`config.mk`:
```
export PLATFORM = sky130hd
export DESIGN_NAME = neo_port_master
export DESIGN_NICKNAME = d
export VERILOG_FILES = /design/src/rtl/neo_port_master.sv
export SDC_FILE = /design/constraint.sdc
export NUM_CORES = 1
export LEC_CHECK = 0
export BUFFER_PORTS_ARGS = -buffer_cell sky130_fd_sc_hd__buf_2
export CAP_MARGIN = 20
export CORE_MARGIN = 1.5
export CORE_UTILIZATION = 45
export DETAILED_ROUTE_END_ITERATION = 6
export PLACE_DENSITY = 0.86
export SYNTH_ARGS = -nofsm -noshare
export SYNTH_HDL_FRONTEND = slang
export SYNTH_SLANG_ARGS = --single-unit
```
`constraint.sdc`:
```
create_clock -name CLK_48M -period 2.1 [get_ports CLK_48M]
set_input_delay 0.42 -clock CLK_48M [delete_from_list [all_inputs] [get_ports CLK_48M]]
set_output_delay 0.42 -clock CLK_48M [all_outputs]
set_load 0.02 [all_outputs]
```
`src/rtl/neo_port_master.sv`:
```
// Cartridge port bus initiator: turns host commands into timed 68K-style word/byte cycles.
// Optional build macro NEO_PORT_MASTER_VERIFY_EN adds an automatic readback after every write.
`timescale 1ns/1ps
module neo_port_master #(
  parameter int SETUP_CYC  = 2,
  parameter int STROBE_CYC = 4,
  parameter int HOLD_CYC   = 2
) (
  input  logic        CLK_48M,
  input  logic        nRESET,
  input  logic        CMD_VALID,
  output logic        CMD_READY,
  input  logic        CMD_WE,
  input  logic [1:0]  CMD_BE,
  input  logic [18:0] CMD_ADDR,
  input  logic [15:0] CMD_WDATA,
  output logic        RSP_VALID,
  output logic [15:0] RSP_DATA,
  output logic        RSP_ERR,
  output logic [18:0] M68K_ADDR,
  output logic [15:0] M68K_DOUT,
  output logic        M68K_DOE,
  input  logic [15:0] M68K_DIN,
  output logic        nPORTOEL,
  output logic        nPORTOEU,
  output logic        nPORTWEL,
  output logic        nPORTWEU
);

  localparam int STB    = (STROBE_CYC < 1) ? 1 : STROBE_CYC;
  localparam int MAX_SH = (SETUP_CYC > HOLD_CYC) ? SETUP_CYC : HOLD_CYC;
  localparam int MAXP   = (STB > MAX_SH) ? STB : MAX_SH;
  localparam int CW     = $clog2(MAXP) + 1;

  localparam logic [CW-1:0] SETUP_LAST = CW'((SETUP_CYC > 0) ? SETUP_CYC - 1 : 0);
  localparam logic [CW-1:0] STB_LAST   = CW'(STB - 1);
  localparam logic [CW-1:0] HOLD_LAST  = CW'((HOLD_CYC > 0) ? HOLD_CYC - 1 : 0);

  typedef enum logic [2:0] {IDLE, SETUP, STROBE, HOLD, DONE} state_t;

  state_t          state;
  logic [CW-1:0]   cnt;
  logic            lat_we;
  logic [1:0]      lat_be;
  logic            rb;        // set while running the verify readback cycle
  logic [15:0]     rd_data;
  logic [1:0]      oe_n;      // [1] upper lane, [0] lower lane
  logic [1:0]      we_n;
  logic            cur_we;
  logic            bus_end;
  logic [15:0]     lane_mask;

  assign cur_we    = lat_we & ~rb;
  assign lane_mask = {{8{lat_be[1]}}, {8{lat_be[0]}}};
  // Last clock of the current bus cycle: end of HOLD, or end of STROBE when there is no HOLD.
  assign bus_end   = (cnt == '0) && ((state == HOLD) || (state == STROBE && HOLD_CYC == 0));

  assign nPORTOEU = oe_n[1];
  assign nPORTOEL = oe_n[0];
  assign nPORTWEU = we_n[1];
  assign nPORTWEL = we_n[0];

  // NOTE: every register here, including the datapath, is reset so that a reset mid-cycle
  // releases the bus immediately; all state uses non-blocking assignments.
  always_ff @(posedge CLK_48M or negedge nRESET) begin
    if (!nRESET) begin
      state     <= IDLE;
      cnt       <= '0;
      lat_we    <= 1'b0;
      lat_be    <= 2'b00;
      rb        <= 1'b0;
      rd_data   <= '0;
      oe_n      <= 2'b11;
      we_n      <= 2'b11;
      CMD_READY <= 1'b0;
      RSP_VALID <= 1'b0;
      RSP_DATA  <= '0;
      RSP_ERR   <= 1'b0;
      M68K_ADDR <= '0;
      M68K_DOUT <= '0;
      M68K_DOE  <= 1'b0;
    end else begin
      RSP_VALID <= 1'b0;
      case (state)
        IDLE: begin
          if (CMD_READY && CMD_VALID) begin
            CMD_READY <= 1'b0;
            lat_we    <= CMD_WE;
            lat_be    <= CMD_BE;
            rb        <= 1'b0;
            M68K_ADDR <= CMD_ADDR;
            M68K_DOUT <= CMD_WDATA;
            M68K_DOE  <= CMD_WE && (CMD_BE != 2'b00);
            if (SETUP_CYC > 0) begin
              state <= SETUP;
              cnt   <= SETUP_LAST;
            end else begin
              state <= STROBE;
              cnt   <= STB_LAST;
              oe_n  <= CMD_WE ? 2'b11 : ~CMD_BE;
              we_n  <= CMD_WE ? ~CMD_BE : 2'b11;
            end
          end else begin
            CMD_READY <= 1'b1;
          end
        end
        SETUP: begin
          if (cnt == '0) begin
            state <= STROBE;
            cnt   <= STB_LAST;
            oe_n  <= cur_we ? 2'b11 : ~lat_be;
            we_n  <= cur_we ? ~lat_be : 2'b11;
          end else begin
            cnt <= cnt - CW'(1);
          end
        end
        STROBE: begin
          if (cnt == '0) begin
            oe_n <= 2'b11;
            we_n <= 2'b11;
            if (!cur_we) rd_data <= M68K_DIN;
            if (HOLD_CYC > 0) begin
              state <= HOLD;
              cnt   <= HOLD_LAST;
            end
          end else begin
            cnt <= cnt - CW'(1);
          end
        end
        HOLD: begin
          if (cnt != '0) cnt <= cnt - CW'(1);
        end
        DONE: begin
          state     <= IDLE;
          RSP_VALID <= 1'b1;
          CMD_READY <= 1'b1;
`ifdef NEO_PORT_MASTER_VERIFY_EN
          RSP_DATA  <= rd_data & lane_mask;
          RSP_ERR   <= lat_we && (((rd_data ^ M68K_DOUT) & lane_mask) != '0);
`else
          RSP_DATA  <= lat_we ? '0 : (rd_data & lane_mask);
          RSP_ERR   <= 1'b0;
`endif
        end
        default: state <= IDLE;
      endcase

      // Overrides the phase logic above on the final clock of a bus cycle.
      if (bus_end) begin
        M68K_DOE <= 1'b0;
`ifdef NEO_PORT_MASTER_VERIFY_EN
        if (cur_we) begin
          rb <= 1'b1;
          if (SETUP_CYC > 0) begin
            state <= SETUP;
            cnt   <= SETUP_LAST;
          end else begin
            state <= STROBE;
            cnt   <= STB_LAST;
            oe_n  <= ~lat_be;
          end
        end else begin
          state <= DONE;
        end
`else
        state <= DONE;
`endif
      end
    end
  end

endmodule
```
==> results.sh <==
export IMPL_combPwrFrac=0.428
export IMPL_yosys_warnings=0
export IMPL_syn_avg_cell_area_um2=13.3
export IMPL_fin_total_pwr_mw=6.73
export IMPL_min_period_ps=2100
export IMPL_relSlewSlack=0.567
export IMPL_switchingPower_mw=2.56
export IMPL_place_ws_ps=-30.8
export IMPL_insertion_delay_ps=340
export IMPL_cts_tree="yes"
export IMPL_grt_use_total=0.164
export IMPL_fillCellCount=605
export IMPL_routedWlPerCell_um=13.4
export IMPL_fmax_mhz=476
export IMPL_outcome="complete, but fails checks"
export IMPL_violations="setup timing"
export IMPL_synth_fp_nets=313
export IMPL_cp_data_arrival_time_ps=2330
export IMPL_worst_setup_path_start_kind="register"
export IMPL_hold_violations=0
export IMPL_cts_made_buffers=9
export IMPL_synth_seq_cells=83
export IMPL_worst_pin_slew_ps=648
export IMPL_p_sw_frac=0.380
export IMPL_cts_htree_levels=3
export IMPL_cp_cell_sequence="inv_2, ha_4, or3b_4, or4b_4, clkbuf_16, mux2_4"
export IMPL_num_vias=2321
export IMPL_dieWidth_um=89.7
export IMPL_gp_congestion=0.777
export IMPL_drt_iter0_markers=52
export IMPL_pin_count=116
export IMPL_power_density_mw_per_mm2=1560
export IMPL_grt_setup_unrepaired="yes"
export IMPL_drv_cap=0
export IMPL_reg2reg_from="cnt[0]$_DFFE_PN0P_"
export IMPL_diodes=0
export IMPL_synthCells=254
export IMPL_rows=31
export IMPL_grt_max_degree=51
export IMPL_antenna_found_initial=0
export IMPL_startpoint="cnt[0]$_DFFE_PN0P_"
export IMPL_end_kind="register"
export IMPL_layout_nets=433
export IMPL_final_core_utilization=0.596
export IMPL_buffer_ports_inserted=114
export IMPL_crit_buf_inv=2
export IMPL_final_area_mm2=0.00432
export IMPL_area_growth_pct=27.9
export IMPL_cts_path_max_buffers=2
export IMPL_timing_final_crit_share=1.00
export IMPL_ant_nets=0
export IMPL_syn_area_mm2=0.00338
export IMPL_ys_types=39
export IMPL_root_buffer="clkbuf_8"
export IMPL_critPathKind="register to register"
export IMPL_dieArea_mm2=0.00804
export IMPL_min_path_type="primary input to async pin"
export IMPL_grt_ovfl_total=0
export IMPL_die_h_um=89.7
export IMPL_p_int_mw=4.17
export IMPL_peakVddDrop_v=0.000864
export IMPL_crit_required_ps=2330
export IMPL_layout_common_cells="buf_2 (113), dfrtp_1 (79), mux2_2 (48)"
export IMPL_wirelength_mm=6.40
export IMPL_clk_pin_slew_ps=90
export IMPL_yosysSeqAreaShare=0.616
export IMPL_layout_commonest_cell="buf_2"
export IMPL_critPathSlowestCell="or4b_4"
export IMPL_hpwl_mm=4.65
export IMPL_finalSetupViolCount=1
export IMPL_drc_errors=0
export IMPL_clkSinkCount=83
export IMPL_report_final_slew_viol_count=0
export IMPL_grt_pass1_wl_mm=10.1
export IMPL_power_clock_fraction=0.152
export IMPL_cpPeakStageDelay_ps=530
export IMPL_crit_fanout=8
export IMPL_path_delay_family="simple AND/OR/NAND/NOR gates"
export IMPL_drtPass1Iterations=6
export IMPL_avgViaCountPerCell=4.86
export IMPL_finalClockSkew_ps=12.3
export IMPL_coreArea_mm2=0.00725
export IMPL_initial_utilization=0.466
export IMPL_final_setup_worst_slack_ps=-0.511
export IMPL_rrSetupSlack_ps=-0.5
export IMPL_cellLeakagePower_nw=2.14
export IMPL_grt_pass1_vias=2317
export IMPL_final_setup_tns_ps=-0.511
export IMPL_pwr_share_seq=0.420
export IMPL_place_area_mm2=0.00409
export IMPL_layout_drive_gt1_share=0.557
metal layers:
layer  wire (um)  part of all wire  track usage
met5           0                 0            0
met1        2840              0.44        0.199
met4          68             0.011       0.0587
met3         449             0.070       0.0448
met2        3040              0.48        0.280
path summary, 6_finish.rpt:
path,cells past startpoint,end
max in group asynchronous,2,oe_n[1]$_DFFE_PN1P_
setup / recovery,6,rd_data[0]$_DFFE_PN0P_
setup reg to reg,6,rd_data[0]$_DFFE_PN0P_
min in group CLK_48M,2,M68K_DOUT[2]$_DFFE_PN0P_
hold reg to reg,2,RSP_DATA[13]$_DFFE_PN0P_
hold / removal,1,RSP_DATA[3]$_DFFE_PN0P_
logic make-up after synthesis:
| group | Yosys count | synth area share |
|---|---|---|
| compound gates | 27 | 0.0470 |
| xor+xnor | 2 | 0.00518 |
| fa+ha+maj | 2 | 0.00740 |
| buf+inv | 21 | 0.0326 |
| flops | 83 | 0.616 |
| mux | 59 | 0.207 |
| other cells | 1 | 0.00111 |
| simple gates | 59 | 0.0836 |
registers in the layout, indices dropped and copies added (netlist names):
signal	flops
RSP_VALID	1
lat_be	2
oe_n	2
lat_we	1
cnt	3
RSP_DATA	16
M68K_ADDR	19
state	3
CMD_READY	1
M68K_DOUT	16
rd_data	16
M68K_DOE	1
we_n	2
worst reg2reg max path, delay by kind of cell, from the launching register on:
kind	cells	cell delay [ps]
muxes	1	300
and+or+nand+nor	2	900
adders and majority gates	1	130
DFF	1	390
buffers and inverters	2	270
cell type report:
class,count,area [um^2],share of cell area
clock buffers,9,124,0.0286
clock inverters,7,51.3,0.0119
inverters,5,18.8,0.00434
multi-input cells,150,1210,0.281
flip-flops and latches,83,2080,0.481
well taps,99,124,0.0286
repair buffers,125,711,0.164
power groups by stage:
stage          Clock (mW)  Combinational, mW  Sequential, mW
2_1_floorplan           0               1.31            3.42
3_3_place_gp            0               2.75            2.81
3_5_place_dp            0               2.84            2.85
4_1_cts              1.05               2.87            2.83
5_1_grt              1.11               3.15            2.93
6_report             1.02               2.88            2.83
cell usage after synthesis, drive strengths merged:
master  count  area, um^2
a211oi      2        15.0
a21oi       2        10.0
a221o       1        10.0
a22o        1        8.76
and2        1        6.26
and2b       2        15.0
and3b       1        8.76
buf         8        61.3
clkbuf      8        30.0
conb        1        3.75
dfrtp      79        1980
dfstp       4         105
ha          2        25.0
inv         5        18.8
mux2       58         691
mux2i       1        10.0
nand2      36         135
nand2b      2        12.5
nand3       2        10.0
nand3b      1        7.51
nand4b      1        8.76
nor2        5        18.8
nor2b       2        12.5
nor3        1        5.00
nor4        1        6.26
o21a        1        7.51
o21ai      17        85.1
o22ai       1        6.26
o31ai       1        7.51
o41ai       1        8.76
or3b        3        26.3
or4b        1        10.0
xor2        2        17.5
through the flow:
| step | std cells | hold WS, ps |
|---|---|---|
| 4_1_cts | 476 | 17.7 |
| 2_1_floorplan | 254 | 124 |
| 5_1_grt | 478 | 43.6 |
| 3_5_place_dp | 460 | 392 |
| 3_3_place_gp | 460 | 382 |
| 6_report | 478 | 10.4 |
what timing repair did:
action,CTS,global route
cloned,0,1
setup endpoints to repair,16,16
hold buffers,0,0
setup buffers,0,1
gates resized for setup,5,4
Note: power is estimated with default switching activity, not from simulation.
